<file path="src/rtl/hit_lives_tracker_pkg.sv">
`default_nettype none
// ============================================================================
//  Module   : hit_lives_tracker_pkg
//  Purpose  : Shared types, constants and the collision-box helper used by
//             the hit/lives tracker and its enemy lifecycle sub-module.
//  Contents : enemy_state_t (ALIVE/DYING/DEAD), SCREEN_W, COORD_W,
//             box_overlap() strict rectangular overlap test.
//  Revision : 1.0  initial release
// ============================================================================
package hit_lives_tracker_pkg;

   localparam int SCREEN_W = 640;
   localparam int COORD_W  = 10;

   typedef enum logic [1:0] {
      ALIVE = 2'd0,
      DYING = 2'd1,
      DEAD  = 2'd2
   } enemy_state_t;

   // Differences are taken one bit wider than the coordinates so that
   // points at opposite screen edges never alias into a near miss.
   function automatic logic box_overlap(
      input logic [COORD_W-1:0] ax,
      input logic [COORD_W-1:0] ay,
      input logic [COORD_W-1:0] bx,
      input logic [COORD_W-1:0] by,
      input logic [COORD_W:0]   w,
      input logic [COORD_W:0]   h
   );
      logic [COORD_W:0] dx;
      logic [COORD_W:0] dy;
      dx = (ax >= bx) ? ({1'b0, ax} - {1'b0, bx}) : ({1'b0, bx} - {1'b0, ax});
      dy = (ay >= by) ? ({1'b0, ay} - {1'b0, by}) : ({1'b0, by} - {1'b0, ay});
      return (dx < w) && (dy < h);
   endfunction

endpackage
`default_nettype wire

</file>
<file path="src/rtl/hit_lives_tracker_if.sv">
`default_nettype none
// ============================================================================
//  Module   : hit_lives_tracker_if
//  Purpose  : Bundle between sprite-position logic (master) and the
//             hit/lives tracker (slave).
//  master   : drives play, bullet_act, bullet/player/enemy centres;
//             receives h1, h2, bullet_kill, lives, enemy state, player_blink.
//  slave    : the reverse directions.
//  Revision : 1.0  initial release
// ============================================================================
interface hit_lives_tracker_if;
   import hit_lives_tracker_pkg::*;

   logic               play;
   logic               bullet_act;
   logic [COORD_W-1:0] bulletX;
   logic [COORD_W-1:0] bulletY;
   logic [COORD_W-1:0] playerX;
   logic [COORD_W-1:0] playerY;
   logic [COORD_W-1:0] e1X;
   logic [COORD_W-1:0] e1Y;
   logic [COORD_W-1:0] e2X;
   logic [COORD_W-1:0] e2Y;

   logic               h1;
   logic               h2;
   logic               bullet_kill;
   logic [2:0]         lives;
   logic               e1_alive;
   logic               e2_alive;
   logic               e1_dying;
   logic               e2_dying;
   logic               player_blink;

   modport master (
      output play, bullet_act, bulletX, bulletY, playerX, playerY,
             e1X, e1Y, e2X, e2Y,
      input  h1, h2, bullet_kill, lives, e1_alive, e2_alive,
             e1_dying, e2_dying, player_blink
   );

   modport slave (
      input  play, bullet_act, bulletX, bulletY, playerX, playerY,
             e1X, e1Y, e2X, e2Y,
      output h1, h2, bullet_kill, lives, e1_alive, e2_alive,
             e1_dying, e2_dying, player_blink
   );

endinterface
`default_nettype wire

</file>
<file path="src/rtl/hit_lives_tracker_enemy_life_fsm.sv">
`default_nettype none
// ============================================================================
//  Module   : enemy_life_fsm
//  Purpose  : ALIVE -> DYING -> DEAD -> ALIVE lifecycle of one enemy,
//             including the shared DIE/RESPAWN frame counter.
//  Ports    : frame_clk, Reset (async, active-high)
//             kill  - enemy hit this frame (already qualified by caller)
//             play  - counters advance only while high
//             alive - enemy collidable / drawn normally (registered)
//             dying - explosion sprite select (registered)
//  Revision : 1.0  initial release
// ============================================================================
module enemy_life_fsm
   import hit_lives_tracker_pkg::*;
#(
   parameter int DIE_FRAMES     = 16,
   parameter int RESPAWN_FRAMES = 120
)(
   input  logic frame_clk,
   input  logic Reset,
   input  logic kill,
   input  logic play,
   output logic alive,
   output logic dying
);

   localparam int MAX_FRAMES = (DIE_FRAMES > RESPAWN_FRAMES) ? DIE_FRAMES : RESPAWN_FRAMES;
   localparam int CNT_W      = $clog2(MAX_FRAMES + 1);

   enemy_state_t     state;
   logic [CNT_W-1:0] frames_left;

   // The counter holds the number of frames still to be spent in the
   // current state; the state is left on the edge where it reads 1.
   always_ff @(posedge frame_clk or posedge Reset) begin
      if (Reset) begin
         state       <= ALIVE;
         frames_left <= '0;
         alive       <= 1'b1;
         dying       <= 1'b0;
      end else begin
         case (state)
            ALIVE: begin
               if (kill) begin
                  state       <= DYING;
                  frames_left <= CNT_W'(DIE_FRAMES);
                  alive       <= 1'b0;
                  dying       <= 1'b1;
               end
            end
            DYING: begin
               if (play) begin
                  if (frames_left <= CNT_W'(1)) begin
                     state       <= DEAD;
                     frames_left <= CNT_W'(RESPAWN_FRAMES);
                     dying       <= 1'b0;
                  end else begin
                     frames_left <= frames_left - CNT_W'(1);
                  end
               end
            end
            DEAD: begin
               if (play) begin
                  if (frames_left <= CNT_W'(1)) begin
                     state       <= ALIVE;
                     frames_left <= '0;
                     alive       <= 1'b1;
                  end else begin
                     frames_left <= frames_left - CNT_W'(1);
                  end
               end
            end
            default: begin
               state       <= ALIVE;
               frames_left <= '0;
               alive       <= 1'b1;
               dying       <= 1'b0;
            end
         endcase
      end
   end

endmodule
`default_nettype wire

</file>
<file path="src/rtl/hit_lives_tracker.sv">
`default_nettype none
// ============================================================================
//  Module   : hit_lives_tracker
//  Purpose  : Per-frame collision engine. Bullet-vs-enemy hits (h1/h2,
//             bullet_kill), player-vs-enemy deaths (lives, saturating) and
//             the lifecycle of both enemies.
//  Ports    : frame_clk  - one rising edge per video frame
//             Reset      - asynchronous, active-high
//             bus        - hit_lives_tracker_if.slave (positions in,
//                          hit/lives/enemy-state/player_blink out)
//  Config   : INVULN_EN defined   -> a death opens an INVULN_FRAMES window
//                                    blocking further deaths; player_blink
//                                    follows bit 3 of the window counter.
//             INVULN_EN undefined -> deaths are edge-triggered on contact;
//                                    player_blink tied low.
//  Revision : 1.0  initial release
// ============================================================================
module hit_lives_tracker
   import hit_lives_tracker_pkg::*;
#(
   parameter int HIT_W          = 8,
   parameter int HIT_H          = 12,
   parameter int DIE_FRAMES     = 16,
   parameter int RESPAWN_FRAMES = 120,
   parameter int INVULN_FRAMES  = 90,
   parameter int MAX_DEATHS     = 3
)(
   input  logic                frame_clk,
   input  logic                Reset,
   hit_lives_tracker_if.slave  bus
);

   localparam logic [COORD_W:0] BOX_W     = (COORD_W+1)'(HIT_W);
   localparam logic [COORD_W:0] BOX_H     = (COORD_W+1)'(HIT_H);
   localparam logic [2:0]       LIVES_MAX = 3'(MAX_DEATHS);

   logic       e1_alive;
   logic       e2_alive;
   logic       e1_dying;
   logic       e2_dying;
   logic       bullet_on_e1;
   logic       bullet_on_e2;
   logic       player_on_e1;
   logic       player_on_e2;
   logic       kill1;
   logic       kill2;
   logic       contact;
   logic       death;
   logic       hit1;
   logic       hit2;
   logic       kill_pulse;
   logic [2:0] lives_cnt;

   assign bullet_on_e1 = box_overlap(bus.bulletX, bus.bulletY, bus.e1X, bus.e1Y, BOX_W, BOX_H);
   assign bullet_on_e2 = box_overlap(bus.bulletX, bus.bulletY, bus.e2X, bus.e2Y, BOX_W, BOX_H);
   assign player_on_e1 = box_overlap(bus.playerX, bus.playerY, bus.e1X, bus.e1Y, BOX_W, BOX_H);
   assign player_on_e2 = box_overlap(bus.playerX, bus.playerY, bus.e2X, bus.e2Y, BOX_W, BOX_H);

   // Enemy 1 has priority when one bullet covers both enemies; the bullet
   // is consumed once, so enemy 2 survives.
   assign kill1 = bus.play & bus.bullet_act & e1_alive & bullet_on_e1;
   assign kill2 = bus.play & bus.bullet_act & e2_alive & bullet_on_e2 & ~kill1;

   // Uses pre-edge alive flags, so an enemy shot this frame still touches.
   assign contact = bus.play & ((e1_alive & player_on_e1) | (e2_alive & player_on_e2));

   enemy_life_fsm #(
      .DIE_FRAMES     (DIE_FRAMES),
      .RESPAWN_FRAMES (RESPAWN_FRAMES)
   ) u_enemy1 (
      .frame_clk (frame_clk),
      .Reset     (Reset),
      .kill      (kill1),
      .play      (bus.play),
      .alive     (e1_alive),
      .dying     (e1_dying)
   );

   enemy_life_fsm #(
      .DIE_FRAMES     (DIE_FRAMES),
      .RESPAWN_FRAMES (RESPAWN_FRAMES)
   ) u_enemy2 (
      .frame_clk (frame_clk),
      .Reset     (Reset),
      .kill      (kill2),
      .play      (bus.play),
      .alive     (e2_alive),
      .dying     (e2_dying)
   );

`ifdef INVULN_EN
   localparam int INV_W = $clog2(INVULN_FRAMES + 1);

   logic [INV_W-1:0] invuln_left;

   assign death = contact & (invuln_left == '0);

   always_ff @(posedge frame_clk or posedge Reset) begin
      if (Reset) begin
         invuln_left <= '0;
      end else if (death) begin
         invuln_left <= INV_W'(INVULN_FRAMES);
      end else if (bus.play && (invuln_left != '0)) begin
         invuln_left <= invuln_left - INV_W'(1);
      end
   end

   assign bus.player_blink = invuln_left[3];
`else
   localparam int unused_invuln_frames = INVULN_FRAMES;

   logic prev_contact;

   // Contact history freezes with the other counters while play is low.
   assign death = contact & ~prev_contact;

   always_ff @(posedge frame_clk or posedge Reset) begin
      if (Reset) begin
         prev_contact <= 1'b0;
      end else if (bus.play) begin
         prev_contact <= contact;
      end
   end

   assign bus.player_blink = 1'b0;
`endif

   always_ff @(posedge frame_clk or posedge Reset) begin
      if (Reset) begin
         hit1       <= 1'b0;
         hit2       <= 1'b0;
         kill_pulse <= 1'b0;
         lives_cnt  <= 3'd0;
      end else begin
         hit1       <= kill1;
         hit2       <= kill2;
         kill_pulse <= kill1 | kill2;
         if (death && (lives_cnt < LIVES_MAX)) begin
            lives_cnt <= lives_cnt + 3'd1;
         end
      end
   end

   assign bus.h1          = hit1;
   assign bus.h2          = hit2;
   assign bus.bullet_kill = kill_pulse;
   assign bus.lives       = lives_cnt;
   assign bus.e1_alive    = e1_alive;
   assign bus.e2_alive    = e2_alive;
   assign bus.e1_dying    = e1_dying;
   assign bus.e2_dying    = e2_dying;

endmodule
`default_nettype wire

</file>
<file path="src/flat_wrapper.sv">
// flat-port wrapper written by rule: the top's interface ports become plain ports
module hit_lives_tracker_flat import hit_lives_tracker_pkg::*;
#(
   parameter int HIT_W          = 8,
   parameter int HIT_H          = 12,
   parameter int DIE_FRAMES     = 16,
   parameter int RESPAWN_FRAMES = 120,
   parameter int INVULN_FRAMES  = 90,
   parameter int MAX_DEATHS     = 3
)
  (frame_clk, Reset, bus_play, bus_bullet_act, bus_bulletX, bus_bulletY, bus_playerX, bus_playerY, bus_e1X, bus_e1Y, bus_e2X, bus_e2Y, bus_h1, bus_h2, bus_bullet_kill, bus_lives, bus_e1_alive, bus_e2_alive, bus_e1_dying, bus_e2_dying, bus_player_blink);
  hit_lives_tracker_if bus_i ();
  input  logic frame_clk;
  input  logic Reset;
  input wire logic [$bits(bus_i.play)-1:0] bus_play;
  input wire logic [$bits(bus_i.bullet_act)-1:0] bus_bullet_act;
  input wire logic [$bits(bus_i.bulletX)-1:0] bus_bulletX;
  input wire logic [$bits(bus_i.bulletY)-1:0] bus_bulletY;
  input wire logic [$bits(bus_i.playerX)-1:0] bus_playerX;
  input wire logic [$bits(bus_i.playerY)-1:0] bus_playerY;
  input wire logic [$bits(bus_i.e1X)-1:0] bus_e1X;
  input wire logic [$bits(bus_i.e1Y)-1:0] bus_e1Y;
  input wire logic [$bits(bus_i.e2X)-1:0] bus_e2X;
  input wire logic [$bits(bus_i.e2Y)-1:0] bus_e2Y;
  output wire logic [$bits(bus_i.h1)-1:0] bus_h1;
  output wire logic [$bits(bus_i.h2)-1:0] bus_h2;
  output wire logic [$bits(bus_i.bullet_kill)-1:0] bus_bullet_kill;
  output wire logic [$bits(bus_i.lives)-1:0] bus_lives;
  output wire logic [$bits(bus_i.e1_alive)-1:0] bus_e1_alive;
  output wire logic [$bits(bus_i.e2_alive)-1:0] bus_e2_alive;
  output wire logic [$bits(bus_i.e1_dying)-1:0] bus_e1_dying;
  output wire logic [$bits(bus_i.e2_dying)-1:0] bus_e2_dying;
  output wire logic [$bits(bus_i.player_blink)-1:0] bus_player_blink;
  assign bus_i.play = bus_play;
  assign bus_i.bullet_act = bus_bullet_act;
  assign bus_i.bulletX = bus_bulletX;
  assign bus_i.bulletY = bus_bulletY;
  assign bus_i.playerX = bus_playerX;
  assign bus_i.playerY = bus_playerY;
  assign bus_i.e1X = bus_e1X;
  assign bus_i.e1Y = bus_e1Y;
  assign bus_i.e2X = bus_e2X;
  assign bus_i.e2Y = bus_e2Y;
  assign bus_h1 = bus_i.h1;
  assign bus_h2 = bus_i.h2;
  assign bus_bullet_kill = bus_i.bullet_kill;
  assign bus_lives = bus_i.lives;
  assign bus_e1_alive = bus_i.e1_alive;
  assign bus_e2_alive = bus_i.e2_alive;
  assign bus_e1_dying = bus_i.e1_dying;
  assign bus_e2_dying = bus_i.e2_dying;
  assign bus_player_blink = bus_i.player_blink;
  hit_lives_tracker #(.HIT_W(HIT_W), .HIT_H(HIT_H), .DIE_FRAMES(DIE_FRAMES), .RESPAWN_FRAMES(RESPAWN_FRAMES), .INVULN_FRAMES(INVULN_FRAMES), .MAX_DEATHS(MAX_DEATHS)) u_core (.frame_clk(frame_clk), .Reset(Reset), .bus(bus_i));
endmodule
</file>
<file path="config.mk">
export PLATFORM = sky130hd
export DESIGN_NAME = hit_lives_tracker_flat
export DESIGN_NICKNAME = d
export VERILOG_FILES = /design/src/rtl/hit_lives_tracker_pkg.sv /design/src/rtl/hit_lives_tracker_if.sv /design/src/rtl/hit_lives_tracker_enemy_life_fsm.sv /design/src/rtl/hit_lives_tracker.sv /design/src/flat_wrapper.sv
export SDC_FILE = /design/constraint.sdc
export NUM_CORES = 1
export LEC_CHECK = 0
export BUFFER_PORTS_ARGS = -buffer_cell sky130_fd_sc_hd__buf_2
export CAP_MARGIN = 20
export CORE_UTILIZATION = 32
export CTS_BUF_LIST = sky130_fd_sc_hd__clkbuf_4 sky130_fd_sc_hd__clkbuf_8
export CTS_CLUSTER_DIAMETER = 50
export DETAILED_ROUTE_END_ITERATION = 16
export PLACE_DENSITY = 0.53
export SLEW_MARGIN = 25
export SYNTH_ARGS = -nofsm -noshare
export SYNTH_HDL_FRONTEND = slang
export SYNTH_SLANG_ARGS = --single-unit
</file>
<file path="constraint.sdc">
create_clock -name frame_clk -period 5.9 [get_ports frame_clk]
set_clock_uncertainty 0.05 [all_clocks]
set_input_delay 0.59 -clock frame_clk [delete_from_list [all_inputs] [get_ports frame_clk]]
set_output_delay 0.59 -clock frame_clk [all_outputs]
set_load 0.02 [all_outputs]
</file>
==> qor.yml <==
crit_chain: "buf_2 -> inv_1 -> ha_1 -> a21o_1 -> a21oi_1 -> o21ai_1 -> a31oi_1 -> o2111ai_1 -> o32a_1 -> a2111oi_0 -> nand4bb_1 -> a21oi_2 -> a2bb2oi_1"
synth.avg_cell_area_um2: 7.35
antenna_found_initial: 1
power.share.switching_pct: 48.3
cts-root-buf: "clkbuf_8"
holdWs_ns: 0.321
r2r-start: "u_core.u_enemy1.alive"
cts_made_buffers: 5
postLayoutSetupSlackWorst_ns: 1.64
rows: 59
path_class: "input port to flip-flop"
yosysTopAreaCell: "ha_1"
ant_nets: 0
met1_usage_pct: 27.3
n_fill_cell: 2762
cts_sinks: 29
layout_min_cycle_time_ns: 4.26
worst_ir_drop_vdd_uv: 119
p_comb_share_pct: 66.8
grt_setup_unrepaired: "no"
dp_hpwl_mm: 23.8
cts_tree: "built"
port_buffers: 93
post_cts_buffers: 0
setup-violations-final: 0
p_int_mw: 0.758
grt_pass1_vias: 8505
synth-seq-cells: 29
drv_slew: 0
postCtsHoldBufs: 0
met2_usage_pct: 33.4
drc: 0
synth_warnings: 0
drt_iter0_drc: 645
report.final.hold_viol_count: 0
yosysSeqAreaShare_pct: 8.39
coreArea_um2: 26400
viasPerCell: 5.64
clkLatencyLatePin_ns: 0.28
max_stage_delay_ns: 0.77
crit_path_start: "bus_e1X[8]"
synth_ff_type: "dfrtp_1"
worst_slew_pin_slew_ns: 0.829
grt_util_met3_pct: 1.31
die_area_um2: 27800
crit_fanout: 10
via_count: 8907
yosys-top-cells-area: "ha_1 (24%), dfrtp_1 (7.8%), a21oi_1 (6.3%), inv_1 (5.2%), o21ai_0 (4.7%)"
fmax_ghz: 0.235
drive_above_1_share_pct: 11.8
grtUsageTotal_pct: 19.7
grt_pass1_wl_mm: 44.6
crit_buf_inv: 2
cts_max_level: 2
hold_path_class: "input port to asynchronous set/reset pin"
busiest_layer: "met2"
ios: 95
p_seq_share_pct: 18.0
cts.repair.resized: 0
cap_violations: 0
initial_core_util_pct: 32.9
tns_ns: 0
start_kind: "input port"
ctsLongestPathBuffers: 2
synth_top_area_share_pct: 23.8
grt_overflow: 0
timing.rr.end: "u_core.u_enemy2.frames_left[3]"
wire_per_inst_um: 17.7
powerDensity_nw_per_um2: 154
status: "finished, final reports clean"
end_kind: "flip-flop"
cp.arrival_ns: 4.41
drtPass1Iterations: 5
syn_to_final_growth_pct: 9.63
postSynthCellCount: 1182
synth_edf_count: 0
place.gp.congestion: 0.900
synth_cell_types: 89
crit_path_top_delay_cell: "a2111oi_0"
fin_nets: 1490
die_h_um: 167
reg2reg_slack_ns: 2.94
syn_nets: 1431
crit_family: "compound AO/OA/AOI/OAI gates"
routed_wl_mm: 28.0
r2r_cells: 6
period_share_pct: 72.1
leakagePower_nw: 4.69
clock_power_share_pct: 15.2
clk_pin_slew_ns: 0.07
relSlewSlack_pct: 43.3
die_w_um: 167
netSwitchingPower_mw: 0.708
pre_cts_slack_ns: 1.33
required_ns: 6.06
async_flop_share_pct: 100
grt_max_degree: 30
netlist_area_um2: 8680
cell usage after synthesis (all sizes together), types with 13 or more instances:
master / number
a211oi: 14
a21o: 38
a21oi: 113
a31oi: 18
and3: 13
clkbuf: 31
dfrtp: 27
ha: 165
inv: 121
mux2i: 21
nand2: 75
nand2b: 20
nand3: 32
nor2: 76
nor2b: 21
nor3: 29
o211ai: 13
o21a: 17
o21ai: 84
xnor2: 14
xor2: 21
worst max-delay path by stage:
stage,endpoint,slack [ns],cells past startpoint
final,u_core.u_enemy2.frames_left[3],1.64,13
after CTS,u_core.u_enemy2.frames_left[3],1.63,13
after floorplan,u_core.u_enemy1.frames_left[0],2.27,11
after global placement,u_core.u_enemy2.frames_left[3],1.25,13
after global routing,u_core.u_enemy2.frames_left[3],1.37,13
after detailed placement,u_core.u_enemy2.frames_left[4],1.33,13
worst reg2reg max path, stage by stage (launching register included):
cell       delay [ns]
dfstp_2          0.61
nand3_1          0.14
or4_1            0.52
a2111oi_0        0.67
nand4bb_1        0.30
a21oi_2          0.38
a2bb2oi_1        0.22
registers in the layout, summed over array words and instances, names as in the netlist:
| signal | count |
|---|---|
| u_core.u_enemy1.dying | 1 |
| u_core.u_enemy1.frames_left | 7 |
| u_core.u_enemy2.state | 2 |
| u_core.bus.h2 | 1 |
| u_core.u_enemy2.frames_left | 7 |
| u_core.prev_contact | 1 |
| u_core.u_enemy1.state | 2 |
| u_core.bus.lives | 3 |
| u_core.u_enemy2.dying | 1 |
| u_core.u_enemy2.alive | 1 |
| u_core.u_enemy1.alive | 1 |
| u_core.bus.h1 | 1 |
| u_core.bus.bullet_kill | 1 |
cells in the final DEF (no fill, tap or decap), types with 21 or more instances in the layout:
cell type and instances:
a21oi_1 110, nor3_1 29, nor2_1 74, o21ai_0 82, dfrtp_1 27, xor2_1 21
nand3_1 32, buf_2 93, ha_1 165, nand2_1 75, inv_1 121, mux2i_1 21
a21o_1 38
final cells by class:
type	instances	area [µm²]	share of cell area (%)
clock buffer	7	90.1	0.946
antenna	1	2.50	0.0263
tap	335	419	4.40
clock inverter	1	30.0	0.315
sequential	29	728	7.65
inverter	122	458	4.81
multi-input combinational	989	7320	76.9
timing repair buffer	94	473	4.97
through the flow:
stage | power [mW] | cell area [µm²] | util, % | cells
after detailed placement | 1.23 | 9400 | 35.7 | 1569
after floorplan | 0.967 | 8680 | - | 1182
final | 1.47 | 9520 | 36.1 | 1578
after global placement | 1.23 | 9400 | 35.7 | 1569
after CTS | 1.46 | 9520 | 36.1 | 1577
after global routing | 1.59 | 9520 | 36.1 | 1577
logic make-up (layout without fill, tap and decap cells):
| kind of cell | count (synthesis) | in the layout | share of synthesized area [%] |
|---|---|---|---|
| muxes | 31 | 31 | 3.72 |
| adders and majority gates | 165 | 165 | 23.8 |
| AOI/OAI and AO/OA | 422 | 422 | 33.4 |
| xor gates and xnor gates | 35 | 35 | 3.53 |
| DFF | 29 | 29 | 8.39 |
| buffers and inverters | 164 | 224 | 7.34 |
| other | 1 | 2 | 0.0432 |
| and+or+nand+nor | 335 | 335 | 19.8 |
power groups by stage:
stage / Sequential (mW) / Combinational [mW] / Clock, mW
CTS: 0.265 / 0.966 / 0.227
global route: 0.270 / 1.08 / 0.234
floorplan: 0.259 / 0.707 / 0
global placement: 0.268 / 0.961 / 0
finish: 0.264 / 0.979 / 0.223
detailed placement: 0.268 / 0.960 / 0
routing by layer:
| metal | vias to the layer above | wire length (µm) |
|---|---|---|
| li1 | 4446 | - |
| met1 | 4160 | 13500 |
| met2 | 275 | 12800 |
| met3 | 26 | 1230 |
| met4 | 0 | 405 |
| met5 | - | 0 |
No activity file was read; power rests on OpenSTA's default activity.
